## src/rtl/fm_chfltr_ctrl_if.sv

```systemverilog
// ---------------------------------------------------------------------------
// fm_chfltr_ctrl_if
// Output stream between the channel-filter sequencer and the demodulator.
// A sample is transferred in any cycle where valid and ready are both high.
//
// Signals:
//   data[2]  N-bit signed complex sample (0 real, 1 imaginary)
//   valid    data holds an unconsumed sample
//   ready    consumer accepts the sample this cycle
//
// Modports:
//   master   producer side (drives data/valid, samples ready)
//   slave    consumer side (samples data/valid, drives ready)
// ---------------------------------------------------------------------------
interface fm_chfltr_ctrl_if #(
  parameter int N = 12
) ();

  logic signed [N-1:0] data [2];
  logic                valid;
  logic                ready;

  modport master (
    output data,
    output valid,
    input  ready
  );

  modport slave (
    input  data,
    input  valid,
    output ready
  );

endinterface

```

## src/rtl/fm_chfltr_ctrl.sv

```systemverilog
// ---------------------------------------------------------------------------
// fm_chfltr_ctrl
// Sequencer for the FM polyphase channel-filter datapath. Owns the decimation
// phase counter, drives the coefficient ROM address, issues the accumulator
// restart strobe and the decimated sample clock, and captures the complex
// filter output into a valid/ready register for the demodulator. The
// decimation ratio can be changed at run time; a new ratio takes effect at
// the next frame boundary (or immediately while idle).
//
// Parameters:
//   N        sample width of the complex filter output
//   CNT_W    phase counter / ROM address width
//   RATIO    decimation ratio after reset (4..2^CNT_W)
//   ROM_LAT  coefficient ROM read latency in cycles (1..4)
//   TAPS     polyphase branches; captures discarded after each start
//
// Ports:
//   clk           system clock
//   reset         synchronous, active-high reset
//   en_i          run request
//   cfg_ratio_i   requested decimation ratio (clamped to 4..2^CNT_W)
//   cfg_load_i    one-cycle pulse, latches cfg_ratio_i as pending
//   addr_o        ROM address (phase count)
//   acc_restart_o accumulators load instead of add; output chain advances
//   clkout_o      decimated sample clock, ~50% duty
//   q_in_i[2]     filter output (0 real, 1 imaginary)
//   running_o     sequencer is in RUN or STOP
//   out_if        output stream (master): data/valid out, ready in
//   ovf_o         sticky overwrite flag     (FM_CHFLTR_CTRL_OVF_EN only)
//   ovf_cnt_o     saturating overwrite count (FM_CHFLTR_CTRL_OVF_EN only)
//
// Build option:
//   FM_CHFLTR_CTRL_OVF_EN  when defined, adds ovf_o / ovf_cnt_o; otherwise an
//                          overwrite of an unconsumed sample is silent.
// ---------------------------------------------------------------------------
module fm_chfltr_ctrl #(
  parameter int N       = 12,
  parameter int CNT_W   = 8,
  parameter int RATIO   = 200,
  parameter int ROM_LAT = 1,
  parameter int TAPS    = 6
) (
  input  logic                clk,
  input  logic                reset,
  input  logic                en_i,
  input  logic [CNT_W:0]      cfg_ratio_i,
  input  logic                cfg_load_i,
  output logic [CNT_W-1:0]    addr_o,
  output logic                acc_restart_o,
  output logic                clkout_o,
  input  logic signed [N-1:0] q_in_i [2],
  output logic                running_o,
`ifdef FM_CHFLTR_CTRL_OVF_EN
  output logic                ovf_o,
  output logic [15:0]         ovf_cnt_o,
`endif
  fm_chfltr_ctrl_if.master    out_if
);

  localparam int RW        = CNT_W + 1;
  localparam int MIN_RATIO = 4;
  localparam int MAX_RATIO = 1 << CNT_W;
  localparam int FILL_W    = $clog2(TAPS + 1);

  typedef enum logic [1:0] {
    IDLE = 2'd0,
    RUN  = 2'd1,
    STOP = 2'd2
  } state_t;

  state_t              state_q, state_d;
  logic [CNT_W-1:0]    addr_q;
  logic [RW-1:0]       activeRatio_q;
  logic [RW-1:0]       pending_q;
  logic                pendingValid_q;
  logic                clkout_q;
  logic                running_q;
  logic [ROM_LAT:0]    token_q;
  logic                capture_q;
  logic [FILL_W-1:0]   fillCnt_q;
  logic signed [N-1:0] data_q [2];
  logic                valid_q;

  logic                atZero;
  logic                counting;
  logic                frameEnd;
  logic                applyPending;
  logic [RW-1:0]       nextRatio;
  logic                halfHit;
  logic                startRun;
  logic                keep;

  function automatic logic [RW-1:0] clampRatio(input logic [RW-1:0] r);
    if (r < RW'(MIN_RATIO)) begin
      return RW'(MIN_RATIO);
    end else if (r > RW'(MAX_RATIO)) begin
      return RW'(MAX_RATIO);
    end else begin
      return r;
    end
  endfunction

  // A frame ends on the addr==0 cycle while counting. A pending ratio is
  // taken at that boundary, or straight away when the sequencer is idle,
  // so the following reload already uses the new value.
  assign atZero       = (addr_q == '0);
  assign counting     = (state_q != IDLE);
  assign frameEnd     = counting && atZero;
  assign applyPending = pendingValid_q && (!counting || atZero);
  assign nextRatio    = applyPending ? pending_q : activeRatio_q;
  assign halfHit      = counting && ({1'b0, addr_q} == (activeRatio_q >> 1));
  assign startRun     = (state_q == IDLE) && (state_d == RUN);

  // STOP keeps counting so the frame in progress completes; raising en
  // again before the boundary resumes RUN without touching the phase.
  always_comb begin
    state_d = state_q;
    case (state_q)
      IDLE: if (en_i) state_d = RUN;
      RUN:  if (!en_i) state_d = STOP;
      STOP: begin
        if (en_i) begin
          state_d = RUN;
        end else if (atZero) begin
          state_d = IDLE;
        end
      end
      default: state_d = IDLE;
    endcase
  end

  // Sequencer: state, phase counter, ratio bookkeeping and the registered
  // status outputs. clkout rises after each frame end and falls after the
  // mid-frame count, and is held low whenever the sequencer is idle.
  always_ff @(posedge clk) begin
    if (reset) begin
      state_q        <= IDLE;
      addr_q         <= CNT_W'(RATIO - 1);
      activeRatio_q  <= RW'(RATIO);
      pending_q      <= RW'(RATIO);
      pendingValid_q <= 1'b0;
      clkout_q       <= 1'b0;
      running_q      <= 1'b0;
    end else begin
      state_q   <= state_d;
      running_q <= (state_d != IDLE);

      if (!counting || atZero) begin
        addr_q <= CNT_W'(nextRatio - RW'(1));
      end else begin
        addr_q <= addr_q - CNT_W'(1);
      end

      activeRatio_q <= nextRatio;

      // A load coinciding with an apply becomes the next pending value.
      if (cfg_load_i) begin
        pending_q      <= clampRatio(cfg_ratio_i);
        pendingValid_q <= 1'b1;
      end else if (applyPending) begin
        pendingValid_q <= 1'b0;
      end

      if (state_d == IDLE) begin
        clkout_q <= 1'b0;
      end else if (frameEnd) begin
        clkout_q <= 1'b1;
      end else if (halfHit) begin
        clkout_q <= 1'b0;
      end
    end
  end

  // Strobe pipeline: a frame-end token travels ROM_LAT+1 stages to become
  // acc_restart, then one more stage to mark the cycle whose q_in is
  // captured. Tokens already launched complete even after returning to
  // IDLE; only reset flushes them.
  always_ff @(posedge clk) begin
    if (reset) begin
      token_q   <= '0;
      capture_q <= 1'b0;
    end else begin
      token_q   <= {token_q[ROM_LAT-1:0], frameEnd};
      capture_q <= token_q[ROM_LAT];
    end
  end

  // The first TAPS captures after each start only contain a partially
  // filled output chain, so they are counted and thrown away.
  assign keep = capture_q && (fillCnt_q == FILL_W'(TAPS));

  always_ff @(posedge clk) begin
    if (reset) begin
      fillCnt_q <= '0;
    end else if (startRun) begin
      fillCnt_q <= '0;
    end else if (capture_q && (fillCnt_q != FILL_W'(TAPS))) begin
      fillCnt_q <= fillCnt_q + FILL_W'(1);
    end
  end

  // Output register: a kept capture always loads and (re)asserts valid,
  // overwriting an unconsumed sample if the consumer is stalled. A
  // handshake without a capture empties the register.
  always_ff @(posedge clk) begin
    if (reset) begin
      data_q[0] <= '0;
      data_q[1] <= '0;
      valid_q   <= 1'b0;
    end else if (keep) begin
      data_q[0] <= q_in_i[0];
      data_q[1] <= q_in_i[1];
      valid_q   <= 1'b1;
    end else if (valid_q && out_if.ready) begin
      valid_q   <= 1'b0;
    end
  end

`ifdef FM_CHFLTR_CTRL_OVF_EN
  logic        overwrite;
  logic        ovf_q;
  logic [15:0] ovfCnt_q;

  assign overwrite = keep && valid_q && !out_if.ready;

  // Sticky overflow flag and saturating count of lost samples.
  always_ff @(posedge clk) begin
    if (reset) begin
      ovf_q    <= 1'b0;
      ovfCnt_q <= '0;
    end else if (overwrite) begin
      ovf_q <= 1'b1;
      if (ovfCnt_q != 16'hFFFF) begin
        ovfCnt_q <= ovfCnt_q + 16'd1;
      end
    end
  end

  assign ovf_o     = ovf_q;
  assign ovf_cnt_o = ovfCnt_q;
`endif

  assign addr_o         = addr_q;
  assign acc_restart_o  = token_q[ROM_LAT];
  assign clkout_o       = clkout_q;
  assign running_o      = running_q;
  assign out_if.data[0] = data_q[0];
  assign out_if.data[1] = data_q[1];
  assign out_if.valid   = valid_q;

endmodule
```

## src/flat_wrapper.sv

```systemverilog
// flat-port wrapper written by rule: the top's interface ports become plain ports
module fm_chfltr_ctrl_flat 
#(
  parameter int N       = 12,
  parameter int CNT_W   = 8,
  parameter int RATIO   = 200,
  parameter int ROM_LAT = 1,
  parameter int TAPS    = 6
)
  (clk, reset, en_i, cfg_ratio_i, cfg_load_i, addr_o, acc_restart_o, clkout_o, q_in_i, running_o, out_if_data, out_if_valid, out_if_ready);
  fm_chfltr_ctrl_if #(.N(N)) out_if_i ();
  input  logic clk;
  input  logic reset;
  input  logic en_i;
  input  logic [CNT_W:0] cfg_ratio_i;
  input  logic cfg_load_i;
  output logic [CNT_W-1:0] addr_o;
  output logic acc_restart_o;
  output logic clkout_o;
  input  logic signed [N-1:0] q_in_i[2];
  output logic running_o;
  output wire logic [$bits(out_if_i.data)-1:0] out_if_data;
  output wire logic [$bits(out_if_i.valid)-1:0] out_if_valid;
  input wire logic [$bits(out_if_i.ready)-1:0] out_if_ready;
  assign out_if_data = {>>{out_if_i.data}};
  assign out_if_valid = out_if_i.valid;
  assign out_if_i.ready = out_if_ready;
  fm_chfltr_ctrl #(.N(N), .CNT_W(CNT_W), .RATIO(RATIO), .ROM_LAT(ROM_LAT), .TAPS(TAPS)) u_core (.clk(clk), .reset(reset), .en_i(en_i), .cfg_ratio_i(cfg_ratio_i), .cfg_load_i(cfg_load_i), .addr_o(addr_o), .acc_restart_o(acc_restart_o), .clkout_o(clkout_o), .q_in_i(q_in_i), .running_o(running_o), .out_if(out_if_i));
endmodule
```

## config.mk

```make
export PLATFORM = sky130hd
export DESIGN_NAME = fm_chfltr_ctrl_flat
export DESIGN_NICKNAME = d
export VERILOG_FILES = /design/src/rtl/fm_chfltr_ctrl_if.sv /design/src/rtl/fm_chfltr_ctrl.sv /design/src/flat_wrapper.sv
export SDC_FILE = /design/constraint.sdc
export NUM_CORES = 1
export LEC_CHECK = 0
export ABC_AREA = 1
export CORE_UTILIZATION = 43
export DETAILED_ROUTE_END_ITERATION = 8
export GPL_ROUTABILITY_DRIVEN = 0
export PLACE_DENSITY = 0.75
export SYNTH_ARGS = -nofsm -noshare
export SYNTH_HDL_FRONTEND = slang
export SYNTH_SLANG_ARGS = --single-unit
```

## constraint.sdc

```tcl
create_clock -name clk -period 2.6 [get_ports clk]
set_input_delay 0.78 -clock clk [delete_from_list [all_inputs] [get_ports clk]]
set_output_delay 0.78 -clock clk [all_outputs]
set_load 0.05 [all_outputs]
```

==> results.sh <==
export IMPL_synth_mux_area_fraction_pct=0
export IMPL_layout_nets=428
export IMPL_routed_wl_mm=5.69
export IMPL_synthSimpleGateAreaFrac_pct=26.7
export IMPL_critPathKind="register to primary output"
export IMPL_htreeDepth=3
export IMPL_initial_utilization_pct=45.4
export IMPL_dieArea_um2=6680
export IMPL_fmax_ghz=0.423
export IMPL_post_route_period_util_pct=90.9
export IMPL_worst_slack_ps=235
export IMPL_antenna_found_initial=0
export IMPL_avgSynthCellArea_um2=8.91
export IMPL_cts_hold_buffers=0
export IMPL_layoutNonFillerInstCount=467
export IMPL_period_minus_slack_ps=2360
export IMPL_insertedDiodeCount=0
export IMPL_hold_violations=0
export IMPL_worst_slew_pin_slew_ps=1110
export IMPL_stdcell_area_um2=3720
export IMPL_ys_types=40
export IMPL_cts_buffers=9
export IMPL_drv_slew=0
export IMPL_synthXorXnorAreaFrac_pct=1.28
export IMPL_syn_area_um2=2730
export IMPL_clkLatencyLatePin_ps=330
export IMPL_crit_chain="clkdlybuf4s50_1"
export IMPL_synthCells=307
export IMPL_clockBufferDepth=2
export IMPL_final_core_util_pct=61.8
export IMPL_via_count=2247
export IMPL_yosysMostFrequentCell="inv_1"
export IMPL_rsz0062_at_grt="false"
export IMPL_synth_edf_count=24
export IMPL_core_um2=6030
export IMPL_arrival_ps=1580
export IMPL_post_cts_setup_buffer_count=0
export IMPL_placed_cell_area_um2=3550
export IMPL_synth_adder_area_share_pct=1.37
export IMPL_cts_resized=0
export IMPL_critPathCaptureType="primary output"
export IMPL_clock_sinks=62
export IMPL_cellLeakagePower_uw=0.00157
export IMPL_die_h_um=81.7
export IMPL_cts_root_buf="clkbuf_8"
export IMPL_path_buf_inv=1
export IMPL_pin_count=74
export IMPL_synth_common_cells="inv_1, nand2_1, nor2_1, dfxtp_1, edfxtp_1"
export IMPL_portBuffers=73
export IMPL_synth_top_area_share_pct=27.8
export IMPL_synth_nets=348
export IMPL_areaGrowthSynthToFinish_pct=36.2
export IMPL_grt_pass1_vias=2085
export IMPL_synth_ff_type="dfxtp_1"
export IMPL_grt_max_degree=26
export IMPL_hpwl_mm=4.28
export IMPL_max_slew_margin_pct=26.2
export IMPL_finalSetupViolations=0
export IMPL_clock_skew_ps=7.04
export IMPL_ir_drop_uv=400
export IMPL_num_rows=28
export IMPL_cp_data_required_time_ps=1820
export IMPL_vias_per_cell=4.81
export IMPL_cts_tree="yes"
export IMPL_dieWidth_um=81.7
export IMPL_yosys_top_cells_area="dfxtp_1, edfxtp_1, inv_1"
export IMPL_crit_path_max_incr_delay_ps=850
export IMPL_dpl_worst_slack_ps=303
export IMPL_hp_class="register to register"
export IMPL_synth_async_reset_ratio_pct=0
export IMPL_grt_use_total_pct=18.7
export IMPL_drc=0
export IMPL_first_pass_iters=4
export IMPL_grt_pass1_wl_mm=9.25
export IMPL_yosys_warnings=0
export IMPL_crit_path_start_kind="register"
export IMPL_critPathTopFamily="buffers and inverters"
export IMPL_dp_cells=451
export IMPL_cpMaxStageDelayCell="clkdlybuf4s50_1"
export IMPL_ys_seq_elements=62
export IMPL_ant_nets=0
export IMPL_drive_gt1_share_pct=13.0
export IMPL_drt_initial_drc_count=62
export IMPL_wl_per_cell_um=12.2
export IMPL_tns_ps=0
export IMPL_run_status="finished, final reports clean"
export IMPL_overflow=0
export IMPL_path_clk_slew_ps=60
export IMPL_seq_area_frac_synth_pct=54.2
export IMPL_synth_top_family_by_area="simple AND/OR/NAND/NOR gates"
export IMPL_yosys_area_top_type="dfxtp_1"
export IMPL_power_density_nw_per_um2=606
export IMPL_synth_compound_area_share_pct=8.01
export IMPL_drv_cap=0
export IMPL_cp_max_fo=4
## final timing paths
| kind | start | end | slack [ps] | depth (start not counted) |
|---|---|---|---|---|
| worst max register to register | u_core.addr_o[1] | u_core.addr_o[6] | 570 | 12 |
| worst max-delay path | u_core.addr_o[6] | addr_o[6] | 240 | 1 |
| worst min-delay path | u_core.token_q[1] | u_core.capture_q | 410 | 2 |
| worst min register to register | u_core.token_q[1] | u_core.capture_q | 410 | 2 |
## stage by stage
step	hold WS (ps)	total power [uW]
after detailed placement	413	1500
after global routing	430	2370
final	412	2260
after floorplan	388	1360
after CTS	414	2280
after global placement	404	1500
## sequential cells by signal, summed over array words and instances (netlist names)
| register | count |
|---|---|
| u_core.activeRatio_q | 9 |
| u_core.addr_o | 8 |
| u_core.capture_q | 1 |
| u_core.clkout_o | 1 |
| u_core.data_q | 24 |
| u_core.fillCnt_q | 3 |
| u_core.out_if.valid | 1 |
| u_core.pendingValid_q | 1 |
| u_core.pending_q | 9 |
| u_core.running_o | 1 |
| u_core.state_q | 2 |
| u_core.token_q | 2 |
## kinds of logic (layout without fill, tap and decap cells)
| kind of cell | count (synthesis) | in the layout |
|---|---|---|
| AOI/OAI and AO/OA | 35 | 35 |
| xor gates and xnor gates | 4 | 4 |
| adders and majority gates | 3 | 3 |
| buffers and inverters | 57 | 142 |
| DFF | 62 | 62 |
| and+or+nand+nor | 146 | 146 |
## worst min-delay path, delay by kind of cell, from the launching register on
kind                   cells  cell delay (ps)
flip-flops                 1              310
buffers and inverters      1               40
AND/OR/NAND/NOR            1               30
## layer usage
| layer | global-route usage [%] | share of wire, % | up-vias |
|---|---|---|---|
| met2 | 29.9 | 45 | 84 |
| met1 | 23.2 | 46 | 1009 |
| met3 | 4.56 | 7.7 | 9 |
| met4 | 10.0 | 1.7 | 0 |
| li1 | - | - | 1145 |
| met5 | 0 | 0 | - |
## where the power goes
part           switching [uW]  leakage, uW  internal, uW
Combinational             241     0.000922           161
Sequential               31.1     0.000559          1050
Clock                     328    0.0000859           446
Total                     600      0.00157          1660
## placed cells by master (no fill, tap or decap), types with 2 or more instances in the layout
cell type | netlist | final
ha_1 | 3 | 3
clkdlybuf4s50_1 | 0 | 73
or2_1 | 3 | 3
nand4_1 | 4 | 4
nand3_2 | 4 | 4
o21ai_0 | 7 | 6
or2_2 | 5 | 5
nand2_2 | 12 | 12
dfxtp_1 | 38 | 38
nor2_2 | 2 | 2
inv_2 | 3 | 3
inv_1 | 45 | 45
buf_4 | 0 | 4
nand2_1 | 43 | 43
clkbuf_8 | 0 | 9
o211ai_1 | 2 | 2
clkbuf_1 | 5 | 6
xnor2_1 | 3 | 3
nor3_1 | 3 | 3
nand3_1 | 19 | 19
nor2_1 | 41 | 41
a21oi_1 | 17 | 17
edfxtp_1 | 24 | 24
nand2_4 | 4 | 4
## final cells by class
type                       count  area (um^2)
timing repair buffer          77          761
multi-input combinational    188         1030
clock buffer                  15          146
sequential                    62         1480
fill                         521         2300
inverter                      49          184
clock inverter                 1         30.0
tap                           75         93.8
No activity file was read; power rests on OpenSTA's default activity.
